File: config.mk
export PLATFORM = sky130hd
export DESIGN_NAME = speed_sched
export DESIGN_NICKNAME = d
export VERILOG_FILES = /design/src/rtl/speed_sched.sv
export SDC_FILE = /design/constraint.sdc
export NUM_CORES = 1
export LEC_CHECK = 0
export CELL_PAD_IN_SITES_DETAIL_PLACEMENT = 1
export CELL_PAD_IN_SITES_GLOBAL_PLACEMENT = 1
export CORE_ASPECT_RATIO = 0.9
export CORE_MARGIN = 2
export CORE_UTILIZATION = 42
export CTS_CLUSTER_SIZE = 25
export DETAILED_ROUTE_END_ITERATION = 6
export GPL_TIMING_DRIVEN = 0
export HOLD_SLACK_MARGIN = 0.15
export PLACE_DENSITY_LB_ADDON = 0.05
export SLEW_MARGIN = 10
export SYNTH_ARGS = -nofsm -noshare
export SYNTH_HDL_FRONTEND = slang
export SYNTH_SLANG_ARGS = --single-unit
export TNS_END_PERCENT = 10
File: constraint.sdc
create_clock -name clk_i -period 2.55 [get_ports clk_i]
set_input_delay 0.3825 -clock clk_i [delete_from_list [all_inputs] [get_ports clk_i]]
set_output_delay 0.3825 -clock clk_i [all_outputs]
set_load 0.01 [all_outputs]
File: src/rtl/speed_sched.sv
// Speed-select scheduler: debounced up/down buttons or an automatic ping-pong sweep
// drive a 2-bit clock-mux select, with a guard window that holds gate low after each change.
module speed_sched #(
  parameter int DEB   = 50000,
  parameter int DWELL = 100000000,
  parameter int GUARD = 8
) (
  input  logic       clk_i,
  input  logic       rst_ni,
  input  logic       btn_up_i,
  input  logic       btn_dn_i,
  input  logic       auto_i,
  output logic [1:0] sel_o,
  output logic       gate_o,
  output logic       changed_o
);

  localparam int DBW = (DEB   > 1) ? $clog2(DEB)   : 1;
  localparam int DW  = (DWELL > 1) ? $clog2(DWELL) : 1;
  localparam int GW  = (GUARD > 1) ? $clog2(GUARD) : 1;
  localparam logic [DBW-1:0] DEB_MAX   = DBW'(DEB - 1);
  localparam logic [DW-1:0]  DWELL_MAX = DW'(DWELL - 1);
  localparam logic [GW-1:0]  GUARD_MAX = GW'(GUARD - 1);

  typedef enum logic {RUN, HOLD} state_e;

  // Synchronizers: bit0 = up, bit1 = dn, bit2 = auto
  logic [2:0] sync0_q, sync1_q;
  logic [1:0] sync_vld_q;

  always_ff @(posedge clk_i or negedge rst_ni) begin
    if (!rst_ni) begin
      sync0_q    <= '0;
      sync1_q    <= '0;
      sync_vld_q <= '0;
    end else begin
      sync0_q    <= {auto_i, btn_dn_i, btn_up_i};
      sync1_q    <= sync0_q;
      sync_vld_q <= {sync_vld_q[0], 1'b1};
    end
  end

  logic [1:0] btn_s;
  logic       auto_s;
  assign btn_s  = sync1_q[1:0];
  assign auto_s = sync1_q[2];

  // Debounce; a button is armed only once it has been seen released after reset,
  // so a button held through reset never yields a press.
  logic [DBW-1:0] deb_cnt_q [2];
  logic [DBW-1:0] deb_cnt_d [2];
  logic [1:0]     acc_q, acc_d, arm_q, arm_d, press;

  always_comb begin
    acc_d = acc_q;
    arm_d = arm_q;
    press = '0;
    for (int i = 0; i < 2; i++) begin
      deb_cnt_d[i] = '0;
      if (btn_s[i] != acc_q[i]) begin
        if (deb_cnt_q[i] == DEB_MAX) begin
          acc_d[i] = btn_s[i];
          press[i] = btn_s[i] & arm_q[i];
        end else begin
          deb_cnt_d[i] = deb_cnt_q[i] + 1'b1;
        end
      end
      if (sync_vld_q[1] && !btn_s[i] && !acc_q[i]) arm_d[i] = 1'b1;
    end
  end

  always_ff @(posedge clk_i or negedge rst_ni) begin
    if (!rst_ni) begin
      for (int i = 0; i < 2; i++) deb_cnt_q[i] <= '0;
      acc_q <= '0;
      arm_q <= '0;
    end else begin
      for (int i = 0; i < 2; i++) deb_cnt_q[i] <= deb_cnt_d[i];
      acc_q <= acc_d;
      arm_q <= arm_d;
    end
  end

  logic press_up, press_dn;
  assign press_up = press[0];
  assign press_dn = press[1];

  state_e          state_q, state_d;
  logic [1:0]      sel_q, sel_d;
  logic            gate_q, gate_d, changed_q, changed_d;
  logic            dir_q, dir_d, auto_prev_q;
  logic [DW-1:0]   dwell_q, dwell_d;
  logic [GW-1:0]   guard_q, guard_d;
  logic            step_en, step_up, auto_rise;

  assign auto_rise = auto_s & ~auto_prev_q;

  always_comb begin
    state_d   = state_q;
    sel_d     = sel_q;
    dir_d     = dir_q;
    dwell_d   = dwell_q;
    guard_d   = guard_q;
    changed_d = 1'b0;
    step_en   = 1'b0;
    step_up   = 1'b0;

    if (auto_rise) begin
      dwell_d = '0;
      dir_d   = (sel_q != 2'd3);
    end

    case (state_q)
      RUN: begin
        if (auto_s) begin
          if (!auto_rise) begin
            if (dwell_q == DWELL_MAX) begin
              dwell_d = '0;
              step_en = 1'b1;
              step_up = dir_q;
            end else begin
              dwell_d = dwell_q + 1'b1;
            end
          end
        end else if (press_up && !press_dn && sel_q != 2'd3) begin
          step_en = 1'b1;
          step_up = 1'b1;
        end else if (press_dn && !press_up && sel_q != 2'd0) begin
          step_en = 1'b1;
          step_up = 1'b0;
        end
      end
      HOLD: begin
        if (guard_q == '0) state_d = RUN;
        else               guard_d = guard_q - 1'b1;
      end
      default: state_d = RUN;
    endcase

    // Every select update opens a guard window; sweep direction turns at the ends.
    if (step_en) begin
      sel_d     = step_up ? sel_q + 2'd1 : sel_q - 2'd1;
      changed_d = 1'b1;
      state_d   = HOLD;
      guard_d   = GUARD_MAX;
      if (sel_d == 2'd3)      dir_d = 1'b0;
      else if (sel_d == 2'd0) dir_d = 1'b1;
    end

    gate_d = (state_d == RUN);
  end

  always_ff @(posedge clk_i or negedge rst_ni) begin
    if (!rst_ni) begin
      state_q     <= RUN;
      sel_q       <= 2'd0;
      gate_q      <= 1'b1;
      changed_q   <= 1'b0;
      dir_q       <= 1'b1;
      dwell_q     <= '0;
      guard_q     <= '0;
      auto_prev_q <= 1'b0;
    end else begin
      state_q     <= state_d;
      sel_q       <= sel_d;
      gate_q      <= gate_d;
      changed_q   <= changed_d;
      dir_q       <= dir_d;
      dwell_q     <= dwell_d;
      guard_q     <= guard_d;
      auto_prev_q <= auto_s;
    end
  end

  assign sel_o     = sel_q;
  assign gate_o    = gate_q;
  assign changed_o = changed_q;

endmodule

# Word-level counts from Yosys, hierarchy flattened

Index checks and enable logic that the tools add are counted.
Widths: inputs -> output; s select.

Add/sub/neg operators: 6
Equal/unequal tests: 8
Mux-type cells: 36
Bitwise gates (word level): 5
Reductions and logical operators: 21

Operators with widths:

| cell                  | number |
|---|---|
| $mux 27               | 5 |
| $mux 16               | 4 |
| $add 16x1->16 const B | 2 |
| $eq 16x16->1 const B  | 2 |
| $add 27x1->27 const B | 1 |
| $eq 27x27->1 const B  | 1 |
| $mux 1                | 23 |
| $mux 3                | 3 |
| $logic_and 1x1->1     | 8 |
| $logic_not 1->1       | 6 |
| $reduce_and 2->1      | 3 |
| $ne 2x2->1 const B    | 2 |
| $reduce_bool 2->1     | 2 |
| $and 1x1->1           | 3 |
| $logic_not 3->1       | 1 |
| $sub 3x1->3 const B   | 1 |
| $add 2x1->2 const B   | 1 |
| $eq 2x2->1 const B    | 1 |
| $logic_not 2->1       | 1 |
| $mux 2                | 1 |
| $ne 1x1->1            | 2 |
| $not 1->1             | 2 |
| $sub 2x1->2 const B   | 1 |

Bits in registers: 81
Output and inout bits: 4

# Longest topological paths before layout

Gate-level depths: netlist of run 1.

Word-level depth: 14
Gate-level depth with buffers: 10
Gate-level depth less buffers: 9

# Worst setup path after synthesis of run 1

OpenSTA, ideal clock, no wires.

Kind: reg2reg
From: register deb_cnt_q[5] (netlist bit)
To: register dir_q
Setup time: 0.083 ns
Arrival time: 2.220 ns
Setup slack: 0.247 ns
Stages on the path, launching flop included: 9
Path buffers: 1
Cells stage by stage: dfrtp_1 or4b_4 nor4_4 nand2_1 o311a_1 a211o_1 buf_6 o32ai_4 a21oi_2

Longest elaborated chain between the ends: 14
Elaborated cells between the ends (all ways): 21
Classes of those cells: eq/ne: 2; mux: 13; reduce/logical: 6

Ends and longest elaborated chain:

| element                        | RTL line | RTL |
|---|---|---|
| start: declaration             | 50       | `logic [DBW-1:0] deb_cnt_q [2];` |
| $eq 16x16->1 *                 | 61       | `if (deb_cnt_q[i] == DEB_MAX) begin` |
| $mux 1 *                       | 61       |  |
| $mux 1 *                       | 60       | `if (btn_s[i] != acc_q[i]) begin` |
| $logic_not 1->1                | 125      | `end else if (press_up && !press_dn && sel_q != 2'd3) begin` |
| $logic_and 1x1->1 (2 in a row) | 125      |  |
| $mux 1                         | 125      |  |
| $mux 1                         | 115      | `if (auto_s) begin` |
| $mux 1                         | 113      | `case (state_q)` |
| $mux 2                         | 142      | `sel_d = step_up ? sel_q + 2'd1 : sel_q - 2'd1;` |
| $logic_not 2->1                | 147      | `else if (sel_d == 2'd0) dir_d = 1'b1;` |
| $mux 1                         | 147      |  |
| $mux 1                         | 146      | `if (sel_d == 2'd3) dir_d = 1'b0;` |
| $mux 1 *                       | 141      | `if (step_en) begin` |
| net dir_d                      | 91       | `logic dir_q, dir_d, auto_prev_q;` |
| end signal: assignment         | 168      | `dir_q <= dir_d;` |
| end: declaration               | 91       |  |

Mark *: on every way through the listed nets, which the timed path passes. The rest lies on a longest branch.
A chain may end at the register's enable or synchronous reset.

# Final worst setup path of run 1

From: register deb_cnt_q[10] (netlist bit)
To: register dir_q

Same word-level chain as after synthesis.

==> results of run 1 <==
cell families after synthesis:
group	after synthesis	share of synthesized area (%)
other	1	0.0937
multiplexers	3	0.812
XOR/XNOR	34	7.44
AO/OA/AOI/OAI	81	13.2
flip-flops	81	50.7
adder cells (fa/ha/maj)	5	1.56
AND/OR/NAND/NOR	180	23.5
buffers and inverters	26	2.69
cell usage after synthesis (all sizes together) (2+ instances only):
cell	count	area share, %
nand3b	2	0.37
and2	6	0.94
o31ai	9	1.7
xnor2	22	4.8
nor2b	3	0.47
o41ai	4	0.87
xor2	12	2.6
nand2b	2	0.31
or3	4	0.62
nand4	7	1.1
nor4bb	2	0.50
inv	12	1.1
a21oi	10	1.3
nand4bb	2	0.56
clkbuf	9	0.84
nor3	7	0.87
nand2	41	3.9
nor4b	2	0.44
nand3	23	2.9
a211o	2	0.44
mux2	2	0.56
or4	2	0.47
a21o	2	0.37
and3	20	3.1
a31oi	4	0.62
buf	4	0.62
o21ai	39	4.9
ha	5	1.6
dfstp	2	1.3
dfrtp	79	49
nor4	7	1.8
nor2	47	4.4
a22o	4	0.87
path summary, 6_finish.rpt:
path                               startpoint             to  slack [ns]  cells after the start
worst max-delay path            deb_cnt_q[10]          dir_q         0.1                      8
worst min-delay path               sync0_q[1]     sync1_q[1]        0.34                      0
worst min register to register     sync0_q[1]     sync1_q[1]        0.34                      0
worst max register to register  deb_cnt_q[10]          dir_q         0.1                      8
min in group asynchronous              rst_ni  deb_cnt_q[25]        0.53                      2
max in group asynchronous              rst_ni         gate_o        1.37                      3
critical path: cells and delay by family, from the launching register on:
family	cells	cell delay, ns
and+or+nand+nor	3	0.97
AOI/OAI and AO/OA	4	0.87
DFF	1	0.41
buffers and inverters	1	0.14
routing by layer:
metal / GRT usage, % / wire [um]
met1: 28.6 / 4830
met2: 29.2 / 4160
met3: 4.51 / 279
met4: 5.09 / 98
met5: 0 / 0
metrics by stage:
stage               instances  instance area [sq um]  power (mW)  util [%]  hold slack [ns]
detailed placement        542                   4260        2.04      46.3            0.337
global placement          541                   4240        2.02      46.0            0.334
global route              571                   4610        3.17      50.1            0.344
CTS                       561                   4500        3.00      48.8            0.340
floorplan                 411                   4000        1.84         -           0.0869
finish                    571                   4610        2.99      50.1            0.340
final cells by class:
class	instances	share of cell area, %
clock buffer	12	2.93
timing repair buffer	22	4.45
sequential	81	44.0
clock inverter	4	1.03
buffer	13	1.47
inverter	13	1.06
multi-input combinational	304	41.7
tap	122	3.31
registers in the layout (all words and copies together), names as in the netlist, 3 cells and up:
| name | count |
|---|---|
| deb_cnt_q | 32 |
| dwell_q | 27 |
| guard_q | 3 |
| sync0_q | 3 |
| sync1_q | 3 |
power groups by stage:
stage	sequential, mW	clock [mW]	combinational (mW)
floorplan	1.48	0	0.357
global placement	1.48	0	0.540
detailed placement	1.48	0	0.558
CTS	1.46	0.966	0.570
global route	1.48	1.01	0.677
finish	1.46	0.929	0.594
repair_timing:
| action | CTS | global route |
|---|---|---|
| buffers inserted | 2 | 10 |
| hold endpoints to repair | 35 | 0 |
| pin swaps | 1 | 7 |
| resized for setup | 8 | 9 |
| hold buffers | 1 | 0 |
| endpoints found under the setup margin | 19 | 22 |
==> impl_metrics.yaml, run 1 <==
global_routing:
  gr-total-overflow: 0
  grt_pass1_vias: 3168
  grt_antenna_before_repair: 0
  first_pass_grt_wire_length_um: 16000
  grt_start_max_net_pins: 46
  gr-usage-all-layers_pct: 19.5
timing:
  final-hold-violation-count: 0
  final_critical_path_setup_slack_ns: 0.0993
  finalSetupTns_ns: 0
  final_max_slew_viol_count: 0
  period_minus_slack_ns: 2.45
  setup_viol_count_final: 0
  fmaxAchievable_ghz: 0.408
  share_of_the_clock_period_used_by_the_worst_path_pct: 96.1
  slew-limit-headroom_pct: 48.6
  final.setup_skew_ns: 0.0111
  rsz0062_at_grt: "yes"
  worst-slew-pin-transition_ns: 0.771
logic_synthesis:
  yosys.cell_types.count: 53
  async_reset_ff_share_pct: 100
  count_of_flip_flops_with_a_built_in_enable_after_synthesis: 0
  synth-seq-cells: 81
  avgSynthCellArea_sq_um: 9.74
  synth.net_count: 421
  synth_warnings: 0
  synth_sequential_area_ratio_pct: 50.7
  synth_top_flop_cell: "sky130_fd_sc_hd__dfrtp_1"
  syn_inst: 411
  combined_area_of_all_synthesized_cells_sq_um: 4000
clock_network:
  clock_tree.root_cell: "sky130_fd_sc_hd__clkbuf_8"
  htree_levels: 3
  cts_max_path_buffers: 2
  clock_pin_slew_on_the_worst_setup_and_hold_paths_ns: 0.08
  numCtsBuffers: 9
  cts_tree: "yes"
  worstSkewPairLatency_ns: 0.36
  clock-sinks: 81
route:
  drt_first_iter_violations: 173
  drt.antenna.violating_nets: 0
  wirelength_um: 9360
  drt-wirelength-per-cell_um: 16.4
  detailroute.via_count: 3161
  detail_route.vias_per_cell: 5.54
  route.detailed.drc: 0
  detail_route.first_pass.iterations: 4
floorplanning:
  design.core.area_sq_um: 9210
  boundaryPins: 9
  die_y_um: 96.6
  die_area_sq_um: 10300
  floorplan.die.width_um: 107
  num_rows: 33
  floorplan.initialDensity_pct: 43.5
worst_setup_path:
  required_ns: 2.83
  critical_path_peak_fanout: 6
  worst_setup_path_end_kind: "flop"
  crit_type: "flop to flop"
  crit_path_top_delay_cell: "sky130_fd_sc_hd__or4b_4"
  critical_path.startpoint_type: "flop"
  worst_ep_arrival_time_ns: 2.73
  critical_path.max_stage_delay_ns: 0.55
  crit_path_cell_trace: "or4b_4 -> nor4_4 -> nand2_1 -> o311a_1 -> a211o_1 -> buf_6 -> o32ai_4 -> a21oi_2"
finish:
  multiInputGateArea_sq_um: 1920
  area_growth_synth_to_finish_pct: 15.2
  commonest_cells_after_routing_fill_and_taps_aside: "sky130_fd_sc_hd__dfrtp_1 (78), sky130_fd_sc_hd__nor2_1 (46), sky130_fd_sc_hd__nand2_1 (39)"
  finish.net_count: 454
  num_antenna_cells: 0
  fraction_of_final_layout_cells_sized_beyond_drive_strength_1_pct: 12.2
  count_of_filler_cells_inserted_in_the_layout: 1060
  final_common_cell: "sky130_fd_sc_hd__dfrtp_1"
  sequential_cell_area_sq_um: 2030
power:
  power_report.internal_total_mw: 2.09
  seq_power_share_pct: 49.0
  pwr-share-clk_pct: 31.1
  power.static_leakage_nw: 1.96
  ir_worst_vdd_mv: 0.540
  portion_of_total_power_attributed_to_combinational_logic_pct: 19.9
  cellPowerDensity_nw_per_um2: 648
  power.net_switching_mw: 0.900
  switching_share_pct: 30.1
placed_design:
  place_congestion: 0.831
  post-dp-hpwl_um: 6450
  port-buffer-count: 8
  placement.setup.worst_slack_ns: -0.190
outcome:
  run_status: "finished clean"
flow_run:
  cap_viol_max_count: 0
worst_hold_path:
  timing.hold.worst.class: "flop to flop"
(Power assumes the default switching activity.)
==> run 2: changes to the inputs <==
ABC_CLOCK_PERIOD_IN_PS = 2550   (was unset)
CAP_MARGIN = 15   (was unset)
RECOVER_POWER = 50   (was unset)
==> run 2 against run 1 <==
  * Via count is 0.22% lower
  * Sequential power hardly changed
  * Hold slack hardly changed
  * Cell area is 0.49% lower
  * Utilization is 0.24 points lower
  * Non-clock buffer count stayed put
  * Total power is 0.21% lower
  * Clock skew is 0.0012 ns higher
  * Clock-buffer cell count stayed put
  * Combinational power is 1% lower
  * Flip-flop and latch count stayed put
  * First-iteration DRC count is 18% lower
==> impl_metrics.yaml, run 2 (synthesis gave the netlist of run 1 again) <==
placed_design:
  dpl.cell_count: 542
  post-dp-hpwl_um: 6450
  placement_stage_cell_area_sq_um: 4260
  place_congestion: 0.831
  port-buffer-count: 8
floorplanning:
  floorplan.die.width_um: 107
  floorplan.initialDensity_pct: 43.5
  die_y_um: 96.6
  num_rows: 33
  boundaryPins: 9
  design.core.area_sq_um: 9210
  die_area_sq_um: 10300
timing:
  final_max_slew_viol_count: 0
  rsz0062_at_grt: "yes"
  period_minus_slack_ns: 2.45
  fmaxAchievable_ghz: 0.408
  slew-limit-headroom_pct: 40.1
  timing.hold.ws_ns: 0.340
  share_of_the_clock_period_used_by_the_worst_path_pct: 96.1
  final-hold-violation-count: 0
  setup_viol_count_final: 0
  final.setup_skew_ns: 0.0123
  worst-slew-pin-transition_ns: 0.898
finish:
  fraction_of_final_layout_cells_sized_beyond_drive_strength_1_pct: 12.2
  final_common_cell: "sky130_fd_sc_hd__dfrtp_1"
  largest_register_by_flop_count: "deb_cnt_q"
  commonest_cells_after_routing_fill_and_taps_aside: "sky130_fd_sc_hd__dfrtp_1 (78), sky130_fd_sc_hd__nor2_1 (46), sky130_fd_sc_hd__nand2_1 (39)"
  area_growth_synth_to_finish_pct: 14.6
  finish.net_count: 454
  reg.largest.list: "deb_cnt_q x32, dwell_q x27"
  final_util_pct: 49.8
  num_antenna_cells: 0
  flip_flop_count_of_the_largest_register_all_copies_and_words_added: 32
  final_area_sq_um: 4590
  fin_cells: 571
worst_setup_path:
  worstSetupStartpoint: "deb_cnt_q[10]"
  crit_path_cell_trace: "or4b_4 -> nor4_4 -> nand2_1 -> o311a_1 -> a211o_1 -> buf_6 -> o32ai_4 -> a21oi_2"
  critical_path.max_stage_delay_ns: 0.55
  crit_type: "flop to flop"
  reg2reg_from: "deb_cnt_q[10]"
  worst_ep_arrival_time_ns: 2.73
  critical_path_peak_fanout: 6
  worst_setup_path_end_kind: "flop"
  required_ns: 2.83
  critical_path.startpoint_type: "flop"
  crit_path_top_delay_cell: "sky130_fd_sc_hd__or4b_4"
power:
  seq_power_share_pct: 49.1
  switching_share_pct: 30.2
  power_report.internal_total_mw: 2.08
  power.net_switching_mw: 0.899
  cellPowerDensity_nw_per_um2: 650
  power.static_leakage_nw: 1.95
  pwr-share-clk_pct: 31.2
  ir_worst_vdd_mv: 0.539
  portion_of_total_power_attributed_to_combinational_logic_pct: 19.7
outcome:
  run_status: "finished clean"
route:
  wirelength_um: 9360
  drt-wirelength-per-cell_um: 16.4
  detail_route.vias_per_cell: 5.52
  detail_route.first_pass.iterations: 4
  detailroute.via_count: 3154
  drt_first_iter_violations: 141
  route.detailed.drc: 0
  drt.antenna.violating_nets: 0
global_routing:
  grt_pass1_vias: 3168
  gr-total-overflow: 0
  grt_antenna_before_repair: 0
  gr-usage-all-layers_pct: 19.5
  grt_start_max_net_pins: 46
  first_pass_grt_wire_length_um: 16000
worst_hold_path:
  hold_path_start: "sync0_q[1]"
  timing.hold.worst.class: "flop to flop"
clock_network:
  numCtsBuffers: 9
  clock_tree.root_cell: "sky130_fd_sc_hd__clkbuf_8"
  htree_levels: 3
  clock-sinks: 81
  cts_tree: "yes"
  clock_pin_slew_on_the_worst_setup_and_hold_paths_ns: 0.08
  worstSkewPairLatency_ns: 0.36
  cts_max_path_buffers: 2
flow_run:
  cap_viol_max_count: 0
## run 2: cell count changes in the layout (fill, tap and decap cells not counted)
| cell | before | now |
|---|---|---|
| sky130_fd_sc_hd__clkdlybuf4s50_1 | 7 | 4 |
| sky130_fd_sc_hd__dlygate4sd3_1 | 1 | 4 |
| sky130_fd_sc_hd__buf_16 | 1 | 0 |
| sky130_fd_sc_hd__buf_4 | 15 | 14 |
| sky130_fd_sc_hd__clkbuf_2 | 0 | 1 |
| sky130_fd_sc_hd__clkbuf_4 | 1 | 2 |
## run 2: final cells by class
type                    instances  area (sq um)
inverters                      13          48.8
well taps                     122           153
fillers                      1063          4620
plain buffers                  13          67.6
flip-flops and latches         81          2030
clock inverters                 4          47.5
multi-input cells             304          1920
clock buffers                  12           135
repair buffers                 22           183
## run 2: final timing paths
path                       slack [ns]             to  cells after the start
min                              0.34     sync1_q[1]                      0
max in group asynchronous        0.63      changed_o                      3
max reg2reg                       0.1          dir_q                      8
min reg2reg                      0.34     sync1_q[1]                      0
max                               0.1          dir_q                      8
min in group asynchronous        0.68  deb_cnt_q[25]                      2
## run 2: power groups by stage
| stage | clock network [mW] | registers (mW) | logic [mW] |
|---|---|---|---|
| after global routing | 1.01 | 1.48 | 0.672 |
| after floorplan | 0 | 1.48 | 0.357 |
| after detailed placement | 0 | 1.48 | 0.558 |
| final | 0.929 | 1.46 | 0.588 |
| after global placement | 0 | 1.48 | 0.540 |
| after CTS | 0.966 | 1.46 | 0.570 |
## run 2: critical path: cells and delay by family, from the launching register on
family                 cells  cell delay (ns)
AOI/OAI and AO/OA          4             0.87
buffers and inverters      1             0.14
DFF                        1             0.41
and+or+nand+nor            3             0.97
## run 2: per-layer routing
metal,share of wire (%),track usage [%],routed length (um)
met3,2.8,4.51,265
met2,44,29.2,4160
met1,52,28.6,4840
met4,1.0,5.09,96
met5,0,0,0
## run 2: repair_timing
action,4_1_cts,5_1_grt
hold buffers,1,0
buffers inserted,2,10
gates resized for setup,8,9
pin swaps,1,7
endpoints found under the setup margin,19,22
endpoints found under the hold margin,35,0
## run 2: metrics by stage
stage,setup WS [ns],power (mW),setup TNS (ns)
6_report,0.0997,2.98,0
5_1_grt,-0.00579,3.17,-0.00579
4_1_cts,0.0332,3.00,0
3_5_place_dp,-0.190,2.04,-1.10
3_3_place_gp,-1.93,2.02,-155.07
2_1_floorplan,0.247,1.84,0
